$ cat src/rtl/objective.sv
// objective: output-layer endpoint; clamps products in inference, returns saturated
// error terms to the node in training and keeps running error statistics.
module objective #(
   parameter int S = 0
) (
   input  logic        clock,
   input  logic        reset,
   input  logic        train,
   input  logic        clear,
   input  logic        product_valid,
   input  logic [15:0] product_data,
   output logic        product_ready,
   input  logic        target_valid,
   input  logic [7:0]  target_data,
   output logic        target_ready,
   output logic        delta_valid,
   output logic [15:0] delta_data,
   input  logic        delta_ready,
   output logic        result_valid,
   output logic [7:0]  result_data,
   input  logic        result_ready,
   output logic [31:0] error_sum,
   output logic [15:0] sample_count
);
   localparam logic [2:0] IDLE = 3'd0, RES = 3'd1, TGT = 3'd2, CMP = 3'd3, DEL = 3'd4;
   logic [2:0] state;
   logic [15:0] prod;
   logic [7:0] tgt;
   logic signed [16:0] diff;
   logic signed [24:0] scaled;
   logic [16:0] mag;
   logic [32:0] sum_next;
   logic [15:0] sat_delta;
   logic [7:0] clamped;
   always_comb begin
      diff = $signed({9'd0, tgt}) - $signed({prod[15], prod});
      scaled = {{8{diff[16]}}, diff} <<< S;
      sat_delta = scaled > 25'sd32767 ? 16'h7FFF : scaled < -25'sd32768 ? 16'h8000 : scaled[15:0];
      mag = diff[16] ? $unsigned(-diff) : $unsigned(diff);
      sum_next = {1'b0, error_sum} + {16'd0, mag};
      clamped = product_data[15] ? 8'h00 : |product_data[14:8] ? 8'hFF : product_data[7:0];
   end
   assign product_ready = state == IDLE;
   assign target_ready = state == TGT;
   always_ff @(posedge clock) begin
      if (reset) begin
         state <= IDLE;
         prod <= '0;
         tgt <= '0;
         delta_valid <= 1'b0;
         delta_data <= '0;
         result_valid <= 1'b0;
         result_data <= '0;
         error_sum <= '0;
         sample_count <= '0;
      end else begin
         if (state == IDLE && product_valid) begin
            prod <= product_data;
            result_data <= train ? result_data : clamped;
            result_valid <= !train;
            state <= train ? TGT : RES;
         end
         if (state == RES && result_ready) begin
            result_valid <= 1'b0;
            state <= IDLE;
         end
         if (state == TGT && target_valid) begin
            tgt <= target_data;
            state <= CMP;
         end
         if (state == CMP) begin
            delta_data <= sat_delta;
            delta_valid <= 1'b1;
            error_sum <= sum_next[32] ? 32'hFFFF_FFFF : sum_next[31:0];
            sample_count <= &sample_count ? sample_count : sample_count + 16'd1;
            state <= DEL;
         end
         if (state == DEL && delta_ready) begin
            delta_valid <= 1'b0;
            state <= IDLE;
         end
         // clear overrides a same-cycle statistics update
         if (clear) begin
            error_sum <= '0;
            sample_count <= '0;
         end
      end
   end
endmodule

$ cat config.mk
export PLATFORM = sky130hd
export DESIGN_NAME = objective
export DESIGN_NICKNAME = d
export VERILOG_FILES = /design/src/rtl/objective.sv
export SDC_FILE = /design/constraint.sdc
export NUM_CORES = 1
export LEC_CHECK = 0
export BUFFER_PORTS_ARGS = -buffer_cell sky130_fd_sc_hd__buf_4
export CORE_MARGIN = 1
export CORE_UTILIZATION = 45
export CTS_CLUSTER_DIAMETER = 200
export CTS_CLUSTER_SIZE = 28
export DETAILED_ROUTE_END_ITERATION = 6
export GPL_TIMING_DRIVEN = 0
export PLACE_DENSITY = 0.77
export REMOVE_ABC_BUFFERS = 1
export SYNTH_ARGS = -nofsm -noshare
export SYNTH_HDL_FRONTEND = slang
export SYNTH_SLANG_ARGS = --single-unit
$ cat constraint.sdc
create_clock -name clock -period 5.23 [get_ports clock]
set_clock_uncertainty 0.1 [all_clocks]
set_input_delay 1.3075 -clock clock [delete_from_list [all_inputs] [get_ports clock]]
set_output_delay 1.3075 -clock clock [all_outputs]
set_load 0.01 [all_outputs]
==> metrics.log, run 1 <==
[metrics] unrepaired setup endpoints after global routing: yes
[metrics] initial antenna violation count: 0
[metrics] n_diodes: 0
[metrics] proportion of synthesized chip area in sequential cells: 35.4%
[metrics] Crit. End Element: flip-flop
[metrics] power per unit of standard cell area: 338 nW/µm²
[metrics] library cell used as clock root buffer: sky130_fd_sc_hd__clkbuf_16
[metrics] most utilized layer in the global route result: met2
[metrics] final hold slack: 357 ps
[metrics] worst min-delay path category: flip-flop to flip-flop
[metrics] WP data arrival: 5150 ps
[metrics] max-capacitance violation count: 0
[metrics] number of sinks handled by clock tree synthesis: 101
[metrics] DRC violation count after routing: 0
[metrics] first-pass GRT wire length: 22200 µm
[metrics] Static Leakage: 2.88 nW
[metrics] number of vias per cell after detailed routing: 5.33
[metrics] GR met1 Demand/Resource: 27.1%
[metrics] share of post-route cells with drive strength above 1: 19.2%
[metrics] Final Max Tran Viols: 0
[metrics] most used flip-flop cell after synthesis: sky130_fd_sc_hd__dfxtp_1
[metrics] drt wl/cell: 13.5 µm
[metrics] GRT Total Usage: 20.9%
[metrics] number of input and output port buffers inserted: 107
[metrics] Top Ports: 108
[metrics] grt met2 use: 34.5%
[metrics] met3 track demand over resource: 4.18%
[metrics] Worst VDD drop: 242 µV
[metrics] share of the clock period used by the worst path: 95.3%
[metrics] combined area of all synthesized cells: 5720 µm²
[metrics] area delta synth->final: 22.3%
[metrics] number of enable-type register cells in the synthesized netlist: 0
[metrics] floorplan die area: 13200 µm²
[metrics] Post-Synth XOR/XNOR Area: 8.97%
[metrics] clock slew at the register clock pins of the worst setup and hold paths: 70 ps
[metrics] number of buffers created by CTS: 9
[metrics] vertical die dimension: 115 µm
[metrics] Critical Path Start Type: flip-flop
[metrics] total of endpoints with negative setup slack in the final report: 0
[metrics] maximum clock rate: 0.201 GHz
[metrics] share of cell area taken by muxes after synthesis: 0.175%
[metrics] number of nets still failing antenna checks after routing: 0
[metrics] fraction of the core area covered by cells at the end of the flow: 57.3%
[metrics] most common cell after layout, fill and taps aside: sky130_fd_sc_hd__buf_4
[metrics] global placer's final weighted congestion: 0.879
[metrics] slew at the pin closest to its max-slew limit: 1310 ps
[metrics] synthesized-area fraction occupied by adder cells: 7.05%
[metrics] Cell Rows: 40
[metrics] Max clock buf depth: 2
[metrics] fraction of registers with async set/reset: 0%
[metrics] Syn Inst Count: 711
[metrics] time the final worst path needs with I/O delays and setup: 4990 ps
[metrics] FF+latch count, synth: 101
[metrics] Compound-Gate Fraction of Synth Area: 24.3%
[metrics] CTS tree: built
[metrics] mean area per synthesized cell: 8.04 µm²
[metrics] starting density of the core: 46.8%
[metrics] Yosys cell types: 68
[metrics] H-tree lvl count: 3
[metrics] Critical Path Fanout Max: 5
[metrics] vias post-DR: 5208
[metrics] area of the core: 12200 µm²
[metrics] clk_lat worst skew: 350 ps
[metrics] CP max-delay cell: sky130_fd_sc_hd__o31ai_2
[metrics] combinational family with the most area after synthesis: compound AO/OA/AOI/OAI gates
[metrics] via count of the first global-routing pass: 4860
[metrics] aggregate global routing overflow: 0
[metrics] max-slew headroom at the worst pin: 12.7%
[metrics] detailed-routing iteration count for the pre-antenna-repair pass: 5
[metrics] Detailed Route WL: 13200 µm
[metrics] leading cell types in the layout, fill and taps excluded: sky130_fd_sc_hd__buf_4, sky130_fd_sc_hd__a21oi_1, sky130_fd_sc_hd__dfxtp_1
[metrics] delay of the slowest cell on the worst path: 450 ps
[metrics] half-perimeter wire length of the detailed placement result: 9860 µm
[metrics] run status: complete, no violations
[metrics] final hold vios: 0
[metrics] first-iteration detailed-routing DRC count: 237
[metrics] pin count of the biggest net entering global routing: 42
[metrics] list of cells traversed by the critical path: inv_1 > ha_1 > fa_1 > nand2b_1 > a21oi_1 > xor2_1 > and2b_1 > and3_2 > nand3_1 > o21ai_0 > xnor2_1 > ha_1 > and4_1 > o21a_1 > a21oi_1 > o31ai_2 > nand2_1 > nor2_1 > a31oi_1 > a311oi_1
[metrics] layout net count: 867
[metrics] required time worst endpoint: 5390 ps
[metrics] synthesis warning total: 0
[metrics] area fraction in and, or, nand and nor cells after synthesis: 20.7%
[metrics] Die X-Extent: 115 µm
[metrics] Critical Setup Path Class: flip-flop to flip-flop
-- final timing paths --
check                      start        endpoint  slack, ps  cells past startpoint
setup reg to reg          tgt[0]   error_sum[24]        240                     20
hold / removal    delta_data[15]  delta_data[15]        360                      2
setup / recovery          tgt[0]   error_sum[24]        240                     20
hold reg to reg   delta_data[15]  delta_data[15]        360                      2
-- sequential cells by signal (all words and copies together), names as in the netlist --
name	flops
sample_count	16
result_valid	1
delta_valid	1
prod	16
tgt	8
result_data	8
state	3
delta_data	16
error_sum	32
-- per-stage QoR --
| stage | cells | power [mW] | TNS [ps] | instance area [µm²] | setup slack (ps) |
|---|---|---|---|---|---|
| floorplan | 682 | 1.45 | 0 | 5600 | 860 |
| global placement | 957 | 1.62 | 0 | 6620 | 156 |
| detailed placement | 957 | 1.63 | 0 | 6620 | 86.2 |
| CTS | 973 | 2.37 | 0 | 6950 | 13.4 |
| global route | 977 | 2.51 | -17.5 | 6990 | -17.5 |
| finish | 977 | 2.36 | 0 | 6990 | 244 |
-- logic make-up after synthesis --
| group | count (synthesis) |
|---|---|
| multiplexers | 1 |
| AO/OA/AOI/OAI | 221 |
| adder cells (fa/ha/maj) | 31 |
| XOR/XNOR | 56 |
| other | 1 |
| flip-flops | 101 |
| AND/OR/NAND/NOR | 250 |
| buffers and inverters | 50 |
-- metal layers --
layer  routed length, µm  vias to the layer above  part of all wire (%)
met5                   0                        -                     0
met4                 206                        0                   1.6
met3                 551                       14                   4.2
met2                6090                      104                    46
met1                6380                     2376                    48
li1                    -                     2714                     -
-- Yosys cell counts, drive strengths merged, types with 9 or more instances --
cell    count  area (µm²)
a21o        9        67.6
a21oi     107         543
and2        9        56.3
and3       11        70.1
clkbuf     24        91.3
dfxtp     101        2020
ha         29         363
inv        21        78.8
nand2      90         340
nand3      12        60.1
nand4       9        71.3
nor2       67         251
nor3       19         100
o21ai      46         230
xnor2      28         260
xor2       28         253
-- critical path: cells and delay by family, from the launching register on --
family,cells,cell delay (ps)
flip-flops,1,340
adder cells (fa/ha/maj),3,1010
XOR/XNOR,2,480
AO/OA/AOI/OAI,7,1410
buffers and inverters,1,50
AND/OR/NAND/NOR,7,1490
-- repair_timing --
action                     4_1_cts  5_1_grt
buffers inserted                 0        4
hold buffers                     0        0
setup endpoints to repair        0       28
gates resized for setup          0        4
-- cell type report --
type / count / area [µm²]
clock buffer: 12 / 256
clock inverter: 4 / 77.6
fill: 1191 / 5220
inverter: 21 / 78.8
multi-input combinational: 560 / 3520
sequential: 101 / 2020
tap: 168 / 210
timing repair buffer: 111 / 833
-- report_power, final --
group / internal (mW) / total, mW / switching [mW] / leakage [nW]
registers: 0.794 / 0.817 / 0.0226 / 0.818
logic: 0.329 / 0.803 / 0.474 / 1.90
clock network: 0.448 / 0.741 / 0.293 / 0.163
total: 1.57 / 2.36 / 0.790 / 2.88
Power figures use the tool's default switching activity.
==> inputs of run 2 (changes only) <==
--- a/config.mk
+++ b/config.mk
@@ -5,14 +5,14 @@
 export SDC_FILE = /design/constraint.sdc
 export NUM_CORES = 1
 export LEC_CHECK = 0
-export BUFFER_PORTS_ARGS = -buffer_cell sky130_fd_sc_hd__buf_4
 export CORE_MARGIN = 1
 export CORE_UTILIZATION = 45
 export CTS_CLUSTER_DIAMETER = 200
 export CTS_CLUSTER_SIZE = 28
 export DETAILED_ROUTE_END_ITERATION = 6
+export DONT_BUFFER_PORTS = 1
 export GPL_TIMING_DRIVEN = 0
-export PLACE_DENSITY = 0.77
+export PLACE_DENSITY = 0.7
 export REMOVE_ABC_BUFFERS = 1
 export SYNTH_ARGS = -nofsm -noshare
 export SYNTH_HDL_FRONTEND = slang
==> constraint.sdc (replaced) <==
create_clock -name clock -period 6.05 [get_ports clock]
set_clock_uncertainty 0.1 [all_clocks]
set_input_delay 1.5125 -clock clock [delete_from_list [all_inputs] [get_ports clock]]
set_output_delay 1.5125 -clock clock [all_outputs]
set_load 0.01 [all_outputs]
==> metrics.log, run 2 (synthesized netlist as in run 1, its figures left out) <==
[metrics] non-filler cells in the finished layout: 866 (-11%)
[metrics] CP max-delay cell: sky130_fd_sc_hd__o21ai_0
[metrics] via count of the first global-routing pass: 4819 (-0.84%)
[metrics] most common cell after layout, fill and taps aside: sky130_fd_sc_hd__a21oi_1
[metrics] number of nets still failing antenna checks after routing: 0 (unchanged)
[metrics] slew at the pin closest to its max-slew limit: 1250 ps (-57.6 ps)
[metrics] delay of the slowest cell on the worst path: 610 ps (+160 ps)
[metrics] clk_lat worst skew: 360 ps (about the same)
[metrics] Die X-Extent: 115 µm (unchanged)
[metrics] filler cell count in the final layout: 1193 (+0.17%)
[metrics] share of the clock period used by the worst path: 86.7% (-8.7 points)
[metrics] detailed-routing iteration count for the pre-antenna-repair pass: 5 (unchanged)
[metrics] source of the worst hold timing path: prod[7]
[metrics] H-tree lvl count: 3 (unchanged)
[metrics] area of the core: 12200 µm² (unchanged)
[metrics] CTS tree: built
[metrics] Crit. End Element: flip-flop
[metrics] required time worst endpoint: 6250 ps (+860 ps)
[metrics] starting density of the core: 46.8% (unchanged)
[metrics] WP data arrival: 5440 ps (+290 ps)
[metrics] maximum clock rate: 0.191 GHz (-4.9%)
[metrics] share of post-route cells with drive strength above 1: 6.16% (-13 points)
[metrics] number of buffers and inverters on the critical path: 1 (unchanged)
[metrics] n_diodes: 0 (unchanged)
[metrics] list of cells traversed by the critical path: inv_1 > ha_1 > fa_1 > nand2b_1 > a21oi_1 > xor2_1 > and2b_1 > and3_2 > nand3_1 > o21ai_0 > xnor2_1 > ha_1 > and4_1 > o21a_1 > a21oi_1 > o31ai_2 > nand2_1 > o21ai_0 > o221a_2
[metrics] number of cell instances on the worst register-to-register path: 19 (-5.0%)
[metrics] vertical die dimension: 115 µm (unchanged)
[metrics] GRT Total Usage: 21.6% (+0.64 points)
[metrics] Worst VDD drop: 225 µV (-7.1%)
[metrics] Top Ports: 108 (unchanged)
[metrics] final hold slack: 354 ps (-3.00 ps)
[metrics] layout net count: 756 (-13%)
[metrics] global placer's final weighted congestion: 0.944 (+7.3%)
[metrics] time the final worst path needs with I/O delays and setup: 5240 ps (+258 ps)
[metrics] Critical Path Fanout Max: 5 (unchanged)
[metrics] setup slack of the most critical reg-to-reg path: 810 ps (+560 ps)
[metrics] hold path endpoint: prod[7]
[metrics] Top Family by Delay on Critical Path: compound AO/OA/AOI/OAI gates
[metrics] drt wl/cell: 15.8 µm (+17%)
[metrics] clock slew at the register clock pins of the worst setup and hold paths: 80 ps (about the same)
[metrics] first-pass GRT wire length: 22600 µm (+1.9%)
[metrics] max-slew headroom at the worst pin: 16.5% (+3.8 points)
[metrics] half-perimeter wire length of the detailed placement result: 10400 µm (+5.7%)
[metrics] vias post-DR: 4893 (-6.0%)
[metrics] Max clock buf depth: 2 (unchanged)
[metrics] capture instance of the worst register-to-register path: error_sum[9]
[metrics] Post-Route Setup TNS: 0 ps (unchanged)
[metrics] final hold vios: 0 (unchanged)
[metrics] hold_buf cts: 0 (unchanged)
[metrics] Static Leakage: 2.28 nW (-21%)
[metrics] Largest register FFs: 32 (unchanged)
[metrics] aggregate global routing overflow: 0 (unchanged)
[metrics] Final Max Tran Viols: 0 (unchanged)
[metrics] Worst Hold Path Cells: 2 (unchanged)
[metrics] Top reg by flops: error_sum
[metrics] max-capacitance violation count: 0 (unchanged)
[metrics] DRC violation count after routing: 0 (unchanged)
[metrics] first-iteration detailed-routing DRC count: 293 (+24%)
[metrics] number of buffers created by CTS: 9 (unchanged)
[metrics] pin count of the biggest net entering global routing: 42 (unchanged)
[metrics] postcts setup bufs: 0 (unchanged)
[metrics] Cell Rows: 40 (unchanged)
[metrics] number of vias per cell after detailed routing: 5.65 (+6.0%)
[metrics] unrepaired setup endpoints after global routing: no
[metrics] Critical Setup Path Class: flip-flop to flip-flop
[metrics] launching point of the worst reg2reg path: tgt[0]
[metrics] instance count after placement with tap cells included: 850 (-11%)
[metrics] number of input and output port buffers inserted: 0 (-100%)
[metrics] number of sinks handled by clock tree synthesis: 101 (unchanged)
[metrics] floorplan die area: 13200 µm² (unchanged)
[metrics] Detailed Route WL: 13700 µm (+3.6%)
[metrics] Critical Path Start Type: flip-flop
[metrics] area delta synth->final: 6.72%
[metrics] library cell used as clock root buffer: sky130_fd_sc_hd__clkbuf_16
[metrics] power per unit of standard cell area: 319 nW/µm² (-5.5%)
[metrics] run status: complete, no violations
[metrics] total of endpoints with negative setup slack in the final report: 0 (unchanged)
[metrics] worst min-delay path category: flip-flop to flip-flop
[metrics] initial antenna violation count: 0 (unchanged)
[metrics] cts repair resizes: 0 (unchanged)
[metrics] leading cell types in the layout, fill and taps excluded: sky130_fd_sc_hd__a21oi_1, sky130_fd_sc_hd__dfxtp_1, sky130_fd_sc_hd__nand2_1
run 2: cell count changes in the layout (fill, tap and decap cells not counted), moves of 2 or more:
cell	before	now
sky130_fd_sc_hd__buf_4	111	0
sky130_fd_sc_hd__bufinv_16	2	0
sky130_fd_sc_hd__clkbuf_8	2	0
sky130_fd_sc_hd__inv_6	1	4
sky130_fd_sc_hd__inv_8	0	2
run 2: worst register-to-register path, delay by kind of cell (launching register included):
kind | cells | cell delay [ps]
AO/OA/AOI/OAI | 7 | 1960
AND/OR/NAND/NOR | 6 | 1270
adder cells (fa/ha/maj) | 3 | 980
XOR/XNOR | 2 | 490
flip-flops | 1 | 340
buffers and inverters | 1 | 50
run 2: where the power goes:
group | total [mW] | switching, mW | internal (mW) | leakage (nW)
Clock | 0.568 | 0.278 | 0.290 | 0.145
Combinational | 0.666 | 0.406 | 0.260 | 1.32
Sequential | 0.713 | 0.0270 | 0.686 | 0.818
run 2: how the worst max path moves through the flow:
stage / from / end / slack (ps) / cells after the start
finish: tgt[0] / error_sum[9] / 810 / 19
global route: tgt[0] / error_sum[31] / 470 / 19
CTS: tgt[0] / error_sum[31] / 830 / 19
detailed placement: tgt[0] / error_sum[31] / 860 / 19
global placement: tgt[0] / error_sum[31] / 1020 / 19
floorplan: tgt[0] / error_sum[31] / 1680 / 19
run 2: stage by stage:
| stage | power [mW] | area [µm²] | util (%) | setup WS (ps) |
|---|---|---|---|---|
| after global placement | 1.36 | 5810 | 47.6 | 1020 |
| after CTS | 1.96 | 6100 | 50.0 | 827 |
| after floorplan | 1.25 | 5600 | - | 1680 |
| after global routing | 2.07 | 6100 | 50.0 | 465 |
| after detailed placement | 1.38 | 5810 | 47.6 | 857 |
| final | 1.95 | 6100 | 50.0 | 805 |
run 2: area by class of cell:
cell class | instances | area (µm²) | area share (%)
clock buffers | 9 | 225 | 3.69
well taps | 168 | 210 | 3.45
inverters | 21 | 78.8 | 1.29
multi-input cells | 560 | 3500 | 57.4
flip-flops and latches | 101 | 2020 | 33.1
clock inverters | 7 | 62.6 | 1.03
run 2: routing by layer:
layer  share of wire, %  track usage (%)
met1                 45             26.5
met2                 46             35.1
met3                6.8             7.20
met4                2.0             8.31
met5                  0                0
